===== src/rtl/store_buffer_pkg.sv =====
// Shared types and helpers for the store buffer: access sizes, funct3 field
// widths, FSM states and the byte-mask helper used for overlap compares.
package store_buffer_pkg;

  localparam int FUNCT3_BITS   = 3;
  localparam int SIZE_BITS     = 2;
  localparam int LINE_OFS_BITS = 3;
  localparam int MASK_BITS     = 16;

  typedef enum logic [SIZE_BITS-1:0] {
    SZ_B = 2'd0,
    SZ_H = 2'd1,
    SZ_W = 2'd2,
    SZ_D = 2'd3
  } access_size_t;

  typedef enum logic {
    ST_RUN   = 1'b0,
    ST_FENCE = 1'b1
  } sb_state_t;

  // Byte mask over two consecutive dword lines: bits [7:0] cover the line the
  // access starts in, bits [15:8] the following line (for misaligned spills).
  function automatic logic [MASK_BITS-1:0] byte_mask(input access_size_t size,
                                                     input logic [LINE_OFS_BITS-1:0] ofs);
    logic [MASK_BITS-1:0] base;
    case (size)
      SZ_B:    base = 16'h0001;
      SZ_H:    base = 16'h0003;
      SZ_W:    base = 16'h000F;
      default: base = 16'h00FF;
    endcase
    return base << ofs;
  endfunction

endpackage


===== src/rtl/sb_overlap.sv =====
// Combinational byte-overlap compare of one buffered store against the
// current load. Each access covers its start line and the next line (wrapping
// modulo the line-index range); overlap means a shared line with common bytes.
module sb_overlap
  import store_buffer_pkg::*;
#(
  parameter int ADDR_BITS = 16
) (
  input  logic                 entry_valid,
  input  logic [ADDR_BITS-1:0] entry_addr,
  input  access_size_t         entry_size,
  input  logic [ADDR_BITS-1:0] ld_addr,
  input  access_size_t         ld_size,
  output logic                 overlap,
  output logic                 exact
);

  localparam int LINE_BITS = ADDR_BITS - LINE_OFS_BITS;

  logic [LINE_BITS-1:0] e_line0, e_line1, l_line0, l_line1;
  logic [MASK_BITS-1:0] e_mask, l_mask;
  logic                 hit_00, hit_01, hit_10, hit_11;

  assign e_line0 = entry_addr[ADDR_BITS-1:LINE_OFS_BITS];
  assign l_line0 = ld_addr[ADDR_BITS-1:LINE_OFS_BITS];
  assign e_line1 = e_line0 + LINE_BITS'(1);
  assign l_line1 = l_line0 + LINE_BITS'(1);
  assign e_mask  = byte_mask(entry_size, entry_addr[LINE_OFS_BITS-1:0]);
  assign l_mask  = byte_mask(ld_size, ld_addr[LINE_OFS_BITS-1:0]);

  // Pairwise line match with intersecting byte lanes.
  always_comb begin
    hit_00  = (e_line0 == l_line0) && (|(e_mask[7:0]  & l_mask[7:0]));
    hit_01  = (e_line0 == l_line1) && (|(e_mask[7:0]  & l_mask[15:8]));
    hit_10  = (e_line1 == l_line0) && (|(e_mask[15:8] & l_mask[7:0]));
    hit_11  = (e_line1 == l_line1) && (|(e_mask[15:8] & l_mask[15:8]));
    overlap = entry_valid && (hit_00 || hit_01 || hit_10 || hit_11);
    exact   = entry_valid && (entry_addr == ld_addr) && (entry_size == ld_size);
  end

endmodule


===== src/rtl/store_buffer.sv =====
// Store buffer between the MEM stage and data memory. Stores are queued and
// drained in order whenever the memory port is not taken by a load; loads that
// overlap a buffered store are stalled until the conflicting stores drain.
// A fence empties the buffer and acknowledges with a one-cycle pulse.
// Optional feature macro: STORE_BUF_FWD_EN (exact-match store-to-load forwarding).
module store_buffer
  import store_buffer_pkg::*;
#(
  parameter int DEPTH     = 4,
  parameter int ADDR_BITS = 16,
  parameter int BUS_BITS  = 64
) (
  input  logic                   clk,
  input  logic                   rst_n,
  input  logic                   st_valid,
  output logic                   st_ready,
  input  logic [BUS_BITS-1:0]    st_addr,
  input  logic [FUNCT3_BITS-1:0] st_funct3,
  input  logic [BUS_BITS-1:0]    st_data,
  input  logic                   ld_valid,
  input  logic [BUS_BITS-1:0]    ld_addr,
  input  logic [FUNCT3_BITS-1:0] ld_funct3,
  output logic                   ld_stall,
  input  logic                   fence_req,
  output logic                   fence_ack,
  output logic                   mem_we,
  output logic [BUS_BITS-1:0]    mem_addr,
  output logic [FUNCT3_BITS-1:0] mem_funct3,
  output logic [BUS_BITS-1:0]    mem_store_data,
  output logic                   ld_fwd_hit,
  output logic [BUS_BITS-1:0]    ld_fwd_data
);

  localparam int IDX_W = $clog2(DEPTH);
  localparam int PTR_W = IDX_W + 1;

  logic [ADDR_BITS-1:0] ent_addr [DEPTH];
  access_size_t         ent_size [DEPTH];
  logic [BUS_BITS-1:0]  ent_data [DEPTH];
  logic [DEPTH-1:0]     ent_valid;

  logic [PTR_W-1:0] head, tail;
  logic [IDX_W-1:0] head_idx, tail_idx;
  sb_state_t        state;

  logic             full, empty, push, pop, ld_go, any_ovl, fwd_match;
  logic [DEPTH-1:0] ovl, exact;
  access_size_t     ld_size;

  assign head_idx = head[IDX_W-1:0];
  assign tail_idx = tail[IDX_W-1:0];
  assign full     = (head[PTR_W-1] != tail[PTR_W-1]) && (head_idx == tail_idx);
  assign empty    = (head == tail);
  assign st_ready = !full && (state == ST_RUN);
  assign push     = st_valid && st_ready;
  assign ld_size  = access_size_t'(ld_funct3[1:0]);

  for (genvar g = 0; g < DEPTH; g++) begin : g_ovl
    sb_overlap #(.ADDR_BITS(ADDR_BITS)) u_ovl (
      .entry_valid (ent_valid[g]),
      .entry_addr  (ent_addr[g]),
      .entry_size  (ent_size[g]),
      .ld_addr     (ld_addr[ADDR_BITS-1:0]),
      .ld_size     (ld_size),
      .overlap     (ovl[g]),
      .exact       (exact[g])
    );
  end

  assign any_ovl = |ovl;

`ifdef STORE_BUF_FWD_EN
  logic [IDX_W-1:0] fwd_sel;
  logic [IDX_W-1:0] slot;

  // Walk from oldest to youngest; the last overlapping entry decides whether
  // the load can be satisfied by forwarding.
  always_comb begin
    fwd_match = 1'b0;
    fwd_sel   = '0;
    slot      = '0;
    for (int k = 0; k < DEPTH; k++) begin
      slot = head_idx + IDX_W'(k);
      if (ovl[slot]) begin
        fwd_match = exact[slot];
        fwd_sel   = slot;
      end
    end
  end

  function automatic logic [BUS_BITS-1:0] load_extend(input logic [BUS_BITS-1:0] d,
                                                      input access_size_t sz,
                                                      input logic is_unsigned);
    logic [BUS_BITS-1:0] r;
    case (sz)
      SZ_B:    r = is_unsigned ? BUS_BITS'(d[7:0])  : {{(BUS_BITS-8){d[7]}},   d[7:0]};
      SZ_H:    r = is_unsigned ? BUS_BITS'(d[15:0]) : {{(BUS_BITS-16){d[15]}}, d[15:0]};
      SZ_W:    r = is_unsigned ? BUS_BITS'(d[31:0]) : {{(BUS_BITS-32){d[31]}}, d[31:0]};
      default: r = d;
    endcase
    return r;
  endfunction

  // Forwarded data is registered so it lines up with memory load data.
  always_ff @(posedge clk or negedge rst_n) begin
    if (!rst_n) begin
      ld_fwd_hit  <= 1'b0;
      ld_fwd_data <= '0;
    end else begin
      ld_fwd_hit  <= ld_valid && fwd_match;
      ld_fwd_data <= (ld_valid && fwd_match)
                     ? load_extend(ent_data[fwd_sel], ld_size, ld_funct3[2]) : '0;
    end
  end
`else
  assign fwd_match   = 1'b0;
  assign ld_fwd_hit  = 1'b0;
  assign ld_fwd_data = '0;

  logic unused_exact;
  assign unused_exact = ^exact;
`endif

  assign ld_stall = ld_valid && any_ovl && !fwd_match;
  assign ld_go    = ld_valid && !ld_stall;
  assign pop      = !ld_go && !empty;

  // Memory port arbitration: an unstalled load wins, else the head store drains.
  always_comb begin
    mem_we         = 1'b0;
    mem_addr       = '0;
    mem_funct3     = '0;
    mem_store_data = '0;
    if (ld_go) begin
      mem_addr   = ld_addr;
      mem_funct3 = ld_funct3;
    end else if (!empty) begin
      mem_we         = 1'b1;
      mem_addr       = BUS_BITS'(ent_addr[head_idx]);
      mem_funct3     = {1'b0, ent_size[head_idx]};
      mem_store_data = ent_data[head_idx];
    end
  end

  // Pointers and per-slot valid bits; reset discards buffered stores.
  always_ff @(posedge clk or negedge rst_n) begin
    if (!rst_n) begin
      head      <= '0;
      tail      <= '0;
      ent_valid <= '0;
    end else begin
      if (push) begin
        ent_valid[tail_idx] <= 1'b1;
        tail                <= tail + PTR_W'(1);
      end
      if (pop) begin
        ent_valid[head_idx] <= 1'b0;
        head                <= head + PTR_W'(1);
      end
    end
  end

  // Entry payload; contents only matter while the slot is valid.
  always_ff @(posedge clk) begin
    if (push) begin
      ent_addr[tail_idx] <= st_addr[ADDR_BITS-1:0];
      ent_size[tail_idx] <= access_size_t'(st_funct3[1:0]);
      ent_data[tail_idx] <= st_data;
    end
  end

  // Fence sequencing: stop accepting stores, return to RUN once drained.
  always_ff @(posedge clk or negedge rst_n) begin
    if (!rst_n) begin
      state <= ST_RUN;
    end else begin
      case (state)
        ST_RUN:   if (fence_req) state <= ST_FENCE;
        ST_FENCE: if (empty)     state <= ST_RUN;
        default:                 state <= ST_RUN;
      endcase
    end
  end

  assign fence_ack = (state == ST_FENCE) && empty;

  logic unused_bits;
  assign unused_bits = ^{st_addr[BUS_BITS-1:ADDR_BITS], st_funct3[2]};

endmodule


===== config.mk =====
export PLATFORM = sky130hd
export DESIGN_NAME = store_buffer
export DESIGN_NICKNAME = d
export VERILOG_FILES = /design/src/rtl/store_buffer_pkg.sv /design/src/rtl/sb_overlap.sv /design/src/rtl/store_buffer.sv
export SDC_FILE = /design/constraint.sdc
export NUM_CORES = 1
export LEC_CHECK = 0
export ABC_AREA = 1
export BUFFER_PORTS_ARGS = -buffer_cell sky130_fd_sc_hd__buf_2
export CAP_MARGIN = 20
export CELL_PAD_IN_SITES_DETAIL_PLACEMENT = 0
export CELL_PAD_IN_SITES_GLOBAL_PLACEMENT = 2
export CORE_MARGIN = 2
export CORE_UTILIZATION = 32
export CTS_CLUSTER_DIAMETER = 100
export DETAILED_ROUTE_END_ITERATION = 10
export PLACE_DENSITY = 0.86
export SYNTH_ARGS = -nofsm -noshare
export SYNTH_HDL_FRONTEND = slang
export SYNTH_HIERARCHICAL = 1
export SYNTH_SLANG_ARGS = --single-unit

===== constraint.sdc =====
create_clock -name clk -period 3.61 [get_ports clk]
set_input_delay 0.722 -clock clk [delete_from_list [all_inputs] [get_ports clk]]
set_output_delay 0.722 -clock clk [all_outputs]
set_load 0.02 [all_outputs]

==> results by group <==
GRT
  – Total global routing overflow: 0
  – Antenna violations before repair: 11
  – Vias in the first global route: 20119
  – First-pass GRT wire length: 114000 µm
  – Largest net degree at the start of global routing: 126
  – GRT Total Usage: 20.3%

Worst hold path
  – Hold crit path type: input pin to asynchronous set/reset pin

Clock tree
  – Clock buffer count from CTS: 35
  – Clock Path Buffers: 3
  – Clock latency at the later pin of the worst-skew pair: 0.55 ns
  – Clock transition at the registers of the reported paths: 0.06 ns
  – H-tree depth: 2
  – CTS Hold Buffers Added: 0
  – Sink Count: 339
  – Root Driver: clkbuf_16
  – CTS tree: done

Place
  – Gpl congestion: 0.877
  – Cell Area, Placed: 26900 µm²
  – Input/output buffers: 288
  – Setup Slack @ Placement: -0.679 ns
  – Post-DP HPWL: 55000 µm

Setup path
  – R2R depth: 21
  – Worst-path cell chain: buf_6 > clkinvlp_4 > buf_6 > nor2_4 > nand4_1 > nand2_1 > nand2_1 > nand2_1 > nor2_1 > nand3_1 > nand3_2 > nor2_4 > nor2_4 > nor2_4 > nand3_4 > nand2_8 > buf_12 > buf_12 > a21oi_2 > buf_4
  – CP max stage delay: 0.44 ns
  – Reg2reg start: ent_addr[2][3]$_DFFE_PP_
  – Reg2reg setup slack: 0.56 ns
  – Startpoint types: register
  – Crit Path Category: register to primary output
  – Crit-path most repeated cell: nor2_4
  – Required @ worst endpoint: 2.89 ns
  – Cell type of the slowest stage on the worst timing path: edfxtp_1
  – Reg-to-Reg End: head[2]$_DFFE_PN0P_
  – Worst Path Arrival: 3.45 ns
  – CP Max Fanout: 8
  – Setup crit end kind: primary output

Detailed routing
  – First DRT Iteration DRCs: 1119
  – WL/cell: 16.5 µm
  – Antenna Nets Post-Route: 0
  – Vias: 21043
  – # DRC: 0
  – Via-to-Cell Ratio: 4.61
  – Total wire length: 75200 µm
  – Router iterations before antenna repair: 5

Logic synthesis
  – Yosys warns: 6
  – Syn Std Cell Area: 22200 µm²
  – Cell count after synthesis: 3026
  – Post-Syn Area per Cell: 7.35 µm²

Finish
  – Most common cell after layout, fill and taps aside: nand2_1
  – Most frequent cells in the layout: nand2_1 (911), nor2_1 (548), buf_4 (361)
  – Layout Nets: 3825
  – Post-layout instance area: 29600 µm²
  – Final core utilization: 43.0%
  – Area Growth Syn to Fin: 32.9%
  – Share of cells above drive strength 1: 24.0%

Timing
  – Worst setup margin: -0.563 ns
  – Hold Vio Cnt, Final: 0
  – RSZ-0062 raised after global routing: true
  – Max-slew violations: 0
  – Min Tclk post-route: 4.17 ns
  – Crit share post-route: 116%
  – Slew @ Worst Pin: 0.660 ns
  – Final Skew: 0.0363 ns
  – Max frequency: 240 MHz
  – Final hold slack: 0.0468 ns
  – Final setup fails: 133
  – Worst rel slew slack: 56.0%

Power
  – Peak supply drop: 0.492 mV
  – P_leak: 0.0136 µW
  – Cell Pwr Density: 523 nW/µm²
  – Final Power: 15500 µW

Die
  – Initial Utilization: 32.4%
  – Die H: 268 µm
  – Die area: 71600 µm²
  – Core footprint: 68700 µm²
  – Rows: 96
  – Io pins: 403
  – Die width: 268 µm

Status
  – Outcome: finished, violations left
  – Failing checks: setup timing

Job
  – Max cap viols: 0
power by group:
part	total (µW)	switching, µW	internal, µW
Combinational	6890	4370	2520
Sequential	4810	157	4650
Clock	3770	1590	2180
Total	15500	6110	9350
worst max path at each step:
stage | end | slack, ns | from
floorplan | mem_addr[33] | 0.07 | ld_addr[3]
global placement | mem_addr[6] | -0.62 | ld_addr[3]
detailed placement | mem_addr[10] | -0.68 | ld_addr[4]
CTS | mem_store_data[48] | -0.55 | ent_addr[2][3]$_DFFE_PP_
global route | mem_store_data[52] | -0.75 | ent_addr[1][4]$_DFFE_PP_
finish | mem_store_data[49] | -0.56 | ent_addr[2][3]$_DFFE_PP_
area by class of cell:
class	count	area (µm²)
multi-input cells	2299	10900
diodes	1	2.50
clock buffers	39	891
flip-flops and latches	339	10100
repair buffers	641	5050
clock inverters	25	319
fillers	7175	39100
inverters	290	1110
well taps	931	1160
stage by stage:
stage | std cells | setup TNS, ns
final | 4565 | -63.10
after global routing | 4564 | -87.03
after CTS | 4549 | -62.21
after detailed placement | 4461 | -78.91
after global placement | 4461 | -71.18
after floorplan | 3090 | 0
flip-flops by register name, indices dropped and copies added, names as in the netlist:
name / flops
ent_data: 256
ent_addr: 64
ent_size: 8
ent_valid: 4
head: 3
tail: 3
state: 1
metal layers:
| metal | global-route usage (%) | vias to the layer above | share of wire (%) |
|---|---|---|---|
| li1 | - | 10795 | - |
| met1 | 26.9 | 9768 | 45 |
| met2 | 35.6 | 370 | 49 |
| met3 | 3.09 | 88 | 4.2 |
| met4 | 2.91 | 22 | 1.2 |
| met5 | 0 | - | 0.18 |
critical path: cells and delay by family (launching register included):
| family | cells | cell delay [ns] |
|---|---|---|
| AOI/OAI and AO/OA | 1 | 0.03 |
| buffers and inverters | 6 | 0.84 |
| DFF | 1 | 0.44 |
| and+or+nand+nor | 13 | 1.59 |
what timing repair did:
action | in CTS | in global routing
resized for setup | 192 | 135
setup buffers | 25 | 13
pin swaps | 25 | 28
cloned | 2 | 2
endpoints found under the setup margin | 133 | 133
Power figures use the tool's default switching activity.
